File: config.mk
export PLATFORM = sky130hd
export DESIGN_NAME = alu_seq_n_flat
export DESIGN_NICKNAME = d
export VERILOG_FILES = /design/src/rtl/alu_seq_n_if.sv /design/src/rtl/alu_seq_n.sv /design/src/flat_wrapper.sv
export SDC_FILE = /design/constraint.sdc
export NUM_CORES = 1
export LEC_CHECK = 0
export CORE_ASPECT_RATIO = 2
export CORE_MARGIN = 1.5
export CORE_UTILIZATION = 59
export CTS_CLUSTER_DIAMETER = 120
export CTS_CLUSTER_SIZE = 10
export DETAILED_ROUTE_END_ITERATION = 10
export PLACE_DENSITY = 0.82
export SLEW_MARGIN = 20
export SYNTH_ARGS = -nofsm -noshare
export SYNTH_HDL_FRONTEND = slang
export SYNTH_SLANG_ARGS = --single-unit
File: constraint.sdc
create_clock -name clk -period 3.2 [get_ports clk]
set_input_delay 0.32 -clock clk [delete_from_list [all_inputs] [get_ports clk]]
set_output_delay 0.32 -clock clk [all_outputs]
set_load 0.05 [all_outputs]
File: src/rtl/alu_seq_n_if.sv
// Operand/result handshake bundle for alu_seq_n.
// master = operand producer and result consumer; slave = the ALU.
interface alu_seq_n_if #(
  parameter int unsigned WIDTH = 8
);
  logic             in_valid;
  logic             in_ready;
  logic [3:0]       opcode;
  logic [WIDTH-1:0] a;
  logic [WIDTH-1:0] b;
  logic             out_valid;
  logic             out_ready;
  logic [WIDTH-1:0] res_lo;
  logic [WIDTH-1:0] res_hi;
  logic             zero;
  logic             busy;

  modport master (
    output in_valid, opcode, a, b, out_ready,
    input  in_ready, out_valid, res_lo, res_hi, zero, busy
  );

  modport slave (
    input  in_valid, opcode, a, b, out_ready,
    output in_ready, out_valid, res_lo, res_hi, zero, busy
  );
endinterface

File: src/rtl/alu_seq_n.sv
// Registered 16-opcode ALU with a 2*WIDTH result and flags, valid/ready on both sides.
// Multiply runs as a WIDTH-cycle shift-add engine; all other ops complete in one cycle.
module alu_seq_n #(
  parameter int unsigned WIDTH = 8
) (
  input logic        clk,
  input logic        rst_n,
  alu_seq_n_if.slave bus
);

  localparam int unsigned CntW = (WIDTH > 2) ? $clog2(WIDTH) : 1;
  localparam logic [CntW-1:0] CntLast = CntW'(WIDTH - 1);
  localparam logic [3:0] OpMul = 4'b1100;

  typedef enum logic [1:0] {StIdle, StMul, StDone} state_e;

  state_e             state_q;
  logic [WIDTH-1:0]   res_lo_q, res_hi_q;
  logic               zero_q, out_valid_q, busy_q;
  logic [WIDTH-1:0]   mcand_q;
  // Upper half accumulates partial sums; lower half holds the not-yet-consumed multiplier bits.
  logic [2*WIDTH-1:0] prod_q;
  logic [CntW-1:0]    cnt_q;

  logic               in_ready;
  logic               accept;
  logic [2*WIDTH-1:0] op_res;
  logic [WIDTH:0]     add_ext;
  logic [WIDTH:0]     mul_sum;
  logic [2*WIDTH-1:0] prod_next;

  always_comb begin
    in_ready = 1'b0;
    unique case (state_q)
      StIdle:  in_ready = 1'b1;
      StMul:   in_ready = 1'b0;
      StDone:  in_ready = bus.out_ready;
      default: in_ready = 1'b0;
    endcase
  end

  assign accept = bus.in_valid & in_ready;

  always_comb begin
    op_res  = '0;
    add_ext = {1'b0, bus.a} + {1'b0, bus.b};
    case (bus.opcode)
      4'b0000: op_res[0] = |bus.a;
      4'b0001: op_res[0] = &bus.a;
      4'b0010: op_res[0] = ^bus.a;
      4'b0011: op_res[WIDTH-1:0] = bus.a & bus.b;
      4'b0100: op_res[WIDTH-1:0] = bus.a | bus.b;
      4'b0101: op_res[WIDTH-1:0] = bus.a ^ bus.b;
      4'b0110: op_res[0] = bus.a > bus.b;
      4'b0111: op_res[0] = bus.a < bus.b;
      4'b1000: op_res[0] = bus.a == '0;
      4'b1001: op_res[0] = bus.a == bus.b;
      4'b1010: op_res[WIDTH:0] = add_ext;
      4'b1011: begin
        op_res[WIDTH-1:0] = bus.a - bus.b;
        op_res[WIDTH]     = bus.a < bus.b;
      end
      4'b1100: op_res = '0;
      4'b1101: op_res[WIDTH-1:0] = bus.a >> bus.b;
      4'b1110: op_res = {{WIDTH{1'b0}}, bus.a} << bus.b;
      4'b1111: op_res[WIDTH-1:0] = ~bus.b;
      default: op_res = '0;
    endcase
  end

  always_comb begin
    mul_sum   = {1'b0, prod_q[2*WIDTH-1:WIDTH]} + {1'b0, (prod_q[0] ? mcand_q : '0)};
    prod_next = {mul_sum, prod_q[WIDTH-1:1]};
  end

  always_ff @(posedge clk or negedge rst_n) begin
    if (!rst_n) begin
      state_q     <= StIdle;
      res_lo_q    <= '0;
      res_hi_q    <= '0;
      zero_q      <= 1'b0;
      out_valid_q <= 1'b0;
      busy_q      <= 1'b0;
      mcand_q     <= '0;
      prod_q      <= '0;
      cnt_q       <= '0;
    end else begin
      unique case (state_q)
        StIdle, StDone: begin
          if (accept) begin
            if (bus.opcode == OpMul) begin
              mcand_q     <= bus.a;
              prod_q      <= {{WIDTH{1'b0}}, bus.b};
              cnt_q       <= '0;
              busy_q      <= 1'b1;
              out_valid_q <= 1'b0;
              state_q     <= StMul;
            end else begin
              res_lo_q    <= op_res[WIDTH-1:0];
              res_hi_q    <= op_res[2*WIDTH-1:WIDTH];
              zero_q      <= ~|op_res;
              out_valid_q <= 1'b1;
              state_q     <= StDone;
            end
          end else if (state_q == StDone && bus.out_ready) begin
            out_valid_q <= 1'b0;
            state_q     <= StIdle;
          end
        end
        StMul: begin
          prod_q <= prod_next;
          cnt_q  <= cnt_q + CntW'(1);
          if (cnt_q == CntLast) begin
            res_lo_q    <= prod_next[WIDTH-1:0];
            res_hi_q    <= prod_next[2*WIDTH-1:WIDTH];
            zero_q      <= ~|prod_next;
            out_valid_q <= 1'b1;
            busy_q      <= 1'b0;
            cnt_q       <= '0;
            state_q     <= StDone;
          end
        end
        default: state_q <= StIdle;
      endcase
    end
  end

  assign bus.in_ready  = in_ready;
  assign bus.out_valid = out_valid_q;
  assign bus.res_lo    = res_lo_q;
  assign bus.res_hi    = res_hi_q;
  assign bus.zero      = zero_q;
  assign bus.busy      = busy_q;

endmodule

File: src/flat_wrapper.sv
// flat-port wrapper written by rule: the top's interface ports become plain ports
module alu_seq_n_flat 
#(
  parameter int unsigned WIDTH = 8
)
  (clk, rst_n, bus_in_valid, bus_opcode, bus_a, bus_b, bus_out_ready, bus_in_ready, bus_out_valid, bus_res_lo, bus_res_hi, bus_zero, bus_busy);
  alu_seq_n_if #(.WIDTH(WIDTH)) bus_i ();
  input logic clk;
  input logic rst_n;
  input wire logic [$bits(bus_i.in_valid)-1:0] bus_in_valid;
  input wire logic [$bits(bus_i.opcode)-1:0] bus_opcode;
  input wire logic [$bits(bus_i.a)-1:0] bus_a;
  input wire logic [$bits(bus_i.b)-1:0] bus_b;
  input wire logic [$bits(bus_i.out_ready)-1:0] bus_out_ready;
  output wire logic [$bits(bus_i.in_ready)-1:0] bus_in_ready;
  output wire logic [$bits(bus_i.out_valid)-1:0] bus_out_valid;
  output wire logic [$bits(bus_i.res_lo)-1:0] bus_res_lo;
  output wire logic [$bits(bus_i.res_hi)-1:0] bus_res_hi;
  output wire logic [$bits(bus_i.zero)-1:0] bus_zero;
  output wire logic [$bits(bus_i.busy)-1:0] bus_busy;
  assign bus_i.in_valid = bus_in_valid;
  assign bus_i.opcode = bus_opcode;
  assign bus_i.a = bus_a;
  assign bus_i.b = bus_b;
  assign bus_i.out_ready = bus_out_ready;
  assign bus_in_ready = bus_i.in_ready;
  assign bus_out_valid = bus_i.out_valid;
  assign bus_res_lo = bus_i.res_lo;
  assign bus_res_hi = bus_i.res_hi;
  assign bus_zero = bus_i.zero;
  assign bus_busy = bus_i.busy;
  alu_seq_n #(.WIDTH(WIDTH)) u_core (.clk(clk), .rst_n(rst_n), .bus(bus_i));
endmodule
==> results.yml <==
status:
  status: "completed"
route:
  num_vias: 5061
  via_per_inst: 6.73
  detail-route-antenna-nets: 0
  finalWirelength_um: 16300
  dr.pass1.iters: 7
  drtIter0Drc: 518
  wl_per_cell_um: 21.6
  drc: 0
timing:
  finalSetupViolCount: 0
  relSlewSlack: 0.295
  timing_worst_slew_pin_value_ns: 1.05
  timing.final.crit_share: 0.945
  hold_ws_ns: 0.0258
  slew_viol_final: 0
  fin_crit_ns: 3.02
  rsz0062_at_grt: "false"
  skew_ns: 0.00464
  fmax_mhz: 331
  fin_setup_tns_ns: 0
  finalHoldViolCount: 0
place:
  dpl.hpwl_um: 12600
  port_buffers: 43
  gp_congestion: 1.01
  dp_cells: 744
die:
  rows: 46
  die_area_um2: 8620
  boundaryPins: 44
  core-area_um2: 7890
  die_h_um: 130
  start_util: 0.601
  die_w_um: 66.4
grt:
  grt_pass1_wl_um: 25700
  grtUsageTotal: 0.396
  antenna_found_initial: 0
  grt_max_degree: 49
  overflow: 0
  grt_pass1_vias: 5070
cts:
  cts.htree.levels: 2
  cts.path.max_buffers: 2
  numCtsBuffers: 5
  cts_tree: "yes"
  clk_latency_ns: 0.30
  cts_hold_buf: 0
  root_buffer: "clkbuf_16"
  clk_pin_slew_ns: 0.07
  clock_sinks: 48
setup_path:
  required_ns: 3.43
  cp-start-kind: "flop"
  crit_path_end_kind: "flop"
  path_max_fanout: 3
  critPathKind: "reg -> reg"
  arrival_ns: 3.25
power_and_ir_drop:
  irDropWorstVdd_v: 0.000226
  p_per_area_nw_per_um2: 473
  p_leak_nw: 2.60
layout:
  antennaDiodeCount: 0
  drive_gt1_frac: 0.137
  finish.utilization: 0.730
  fill_cells: 640
  nets: 726
  area_delta_synth_final_pct: 21.3
  multi_input_area_um2: 3310
  fin_cells: 752
  final-seq-area_um2: 1200
synthesis:
  synth_cell_types: 72
  synthTopCellsByCount: "nand2_1 (67), dfrtp_1 (48), nor2_1 (45), ha_1 (44), a21oi_1 (32)"
  yosys_most_used_dff: "dfrtp_1"
  yosys-top-cells-area: "dfrtp_1 (25%), ha_1 (12%), nand2_1 (5.3%)"
  yosysMostFrequentCell: "nand2_1"
  ys_seq_area_frac: 0.253
  synthArstFlopShare: 1.00
  syn-num-nets: 649
  yosys.area.top_type: "dfrtp_1"
  syn-mean-instance-area_um2: 8.20
  postSynthCellCount: 578
  synth_edf_count: 0
  synth_area_um2: 4740
  synth_top_area_frac: 0.253
  yosys_register_bits: 48
  synth_warnings: 0
worst_hold_path:
  min_path_type: "in -> async"
job:
  drv_cap: 0
## cells by family after synthesis
family          count (synthesis)  share of synthesized area
simple gates                  226                      0.241
compound gates                149                      0.207
buf+inv                        58                     0.0507
flops                          48                      0.253
fa+ha+maj                      47                      0.129
mux                            37                     0.0952
xor+xnor                       13                     0.0240
## final timing paths
check                      depth (start not counted)                    to         startpoint  slack [ns]
hold reg to reg                                    1     u_core.mcand_q[0]  u_core.mcand_q[0]        0.48
max in group asynchronous                          1  u_core.bus.res_lo[1]              rst_n        2.76
hold / removal                                     1     u_core.prod_q[12]              rst_n        0.03
setup reg to reg                                   9       u_core.bus.zero  u_core.mcand_q[0]        0.18
setup / recovery                                   9       u_core.bus.zero  u_core.mcand_q[0]        0.18
min in group clk                                   1     u_core.mcand_q[0]  u_core.mcand_q[0]        0.48
## area by class of cell
type,count,share of cell area
multi-input cells,472,0.575
clock inverters,2,0.00261
inverters,25,0.0163
flip-flops and latches,48,0.209
well taps,96,0.0209
repair buffers,103,0.153
clock buffers,6,0.0241
## state kept, by name, summed over array words and instances (netlist names)
| register | cells |
|---|---|
| u_core.prod_q | 16 |
| u_core.bus.res_hi | 8 |
| u_core.bus.res_lo | 8 |
| u_core.mcand_q | 8 |
| u_core.cnt_q | 3 |
| u_core.state_q | 2 |
| u_core.bus.busy | 1 |
| u_core.bus.out_valid | 1 |
| u_core.bus.zero | 1 |
## metrics by stage
| stage | total power [mW] | area (um^2) | setup WS (ns) |
|---|---|---|---|
| floorplan | 1.69 | 4740 | 0.524 |
| global placement | 2.09 | 5590 | -0.0371 |
| detailed placement | 2.14 | 5590 | -0.153 |
| CTS | 2.70 | 5750 | 0.153 |
| global route | 2.87 | 5750 | 0.0637 |
| finish | 2.72 | 5750 | 0.176 |
## cells in the final DEF (no fill, tap or decap), types with 7 or more instances in the layout
cell type	instances
or4_1	7
o21ai_1	18
xnor2_1	11
clkdlybuf4s50_1	42
a31oi_1	13
nand2_1	67
nor3_1	23
dfrtp_1	48
inv_1	23
or3_1	7
nand3_1	16
mux2_1	8
and2_1	10
nand2b_1	9
mux2i_1	17
buf_4	61
ha_1	44
nor2_1	45
a21oi_1	32
a22oi_1	8
o21ai_0	15
nor2b_1	10
## power breakdown
group          internal, mW  switching, mW
logic                 0.514          0.745
clock network         0.311          0.240
registers             0.779          0.130
total                  1.60           1.11
## layer usage
layer	up-vias	wire (um)	GRT usage
met5	-	0	0
met4	0	1430	0.331
met3	94	846	0.0353
met2	289	8790	0.716
met1	2406	5200	0.391
li1	2272	-	-
## worst max-delay path, cell delays in order (launching register included)
cell,delay [ns]
dfrtp_1,0.37
and2_1,0.19
ha_1,0.26
fa_1,0.55
nor4_1,0.36
nand4_1,0.21
nor4bb_1,0.30
or4bb_1,0.46
a2bb2oi_1,0.17
o21ai_1,0.07
## repair_timing
action / CTS / global route
setup buffers: 0 / 0
endpoints found under the setup margin: 0 / 1
gates resized for setup: 0 / 1
Power figures use the tool's default switching activity.
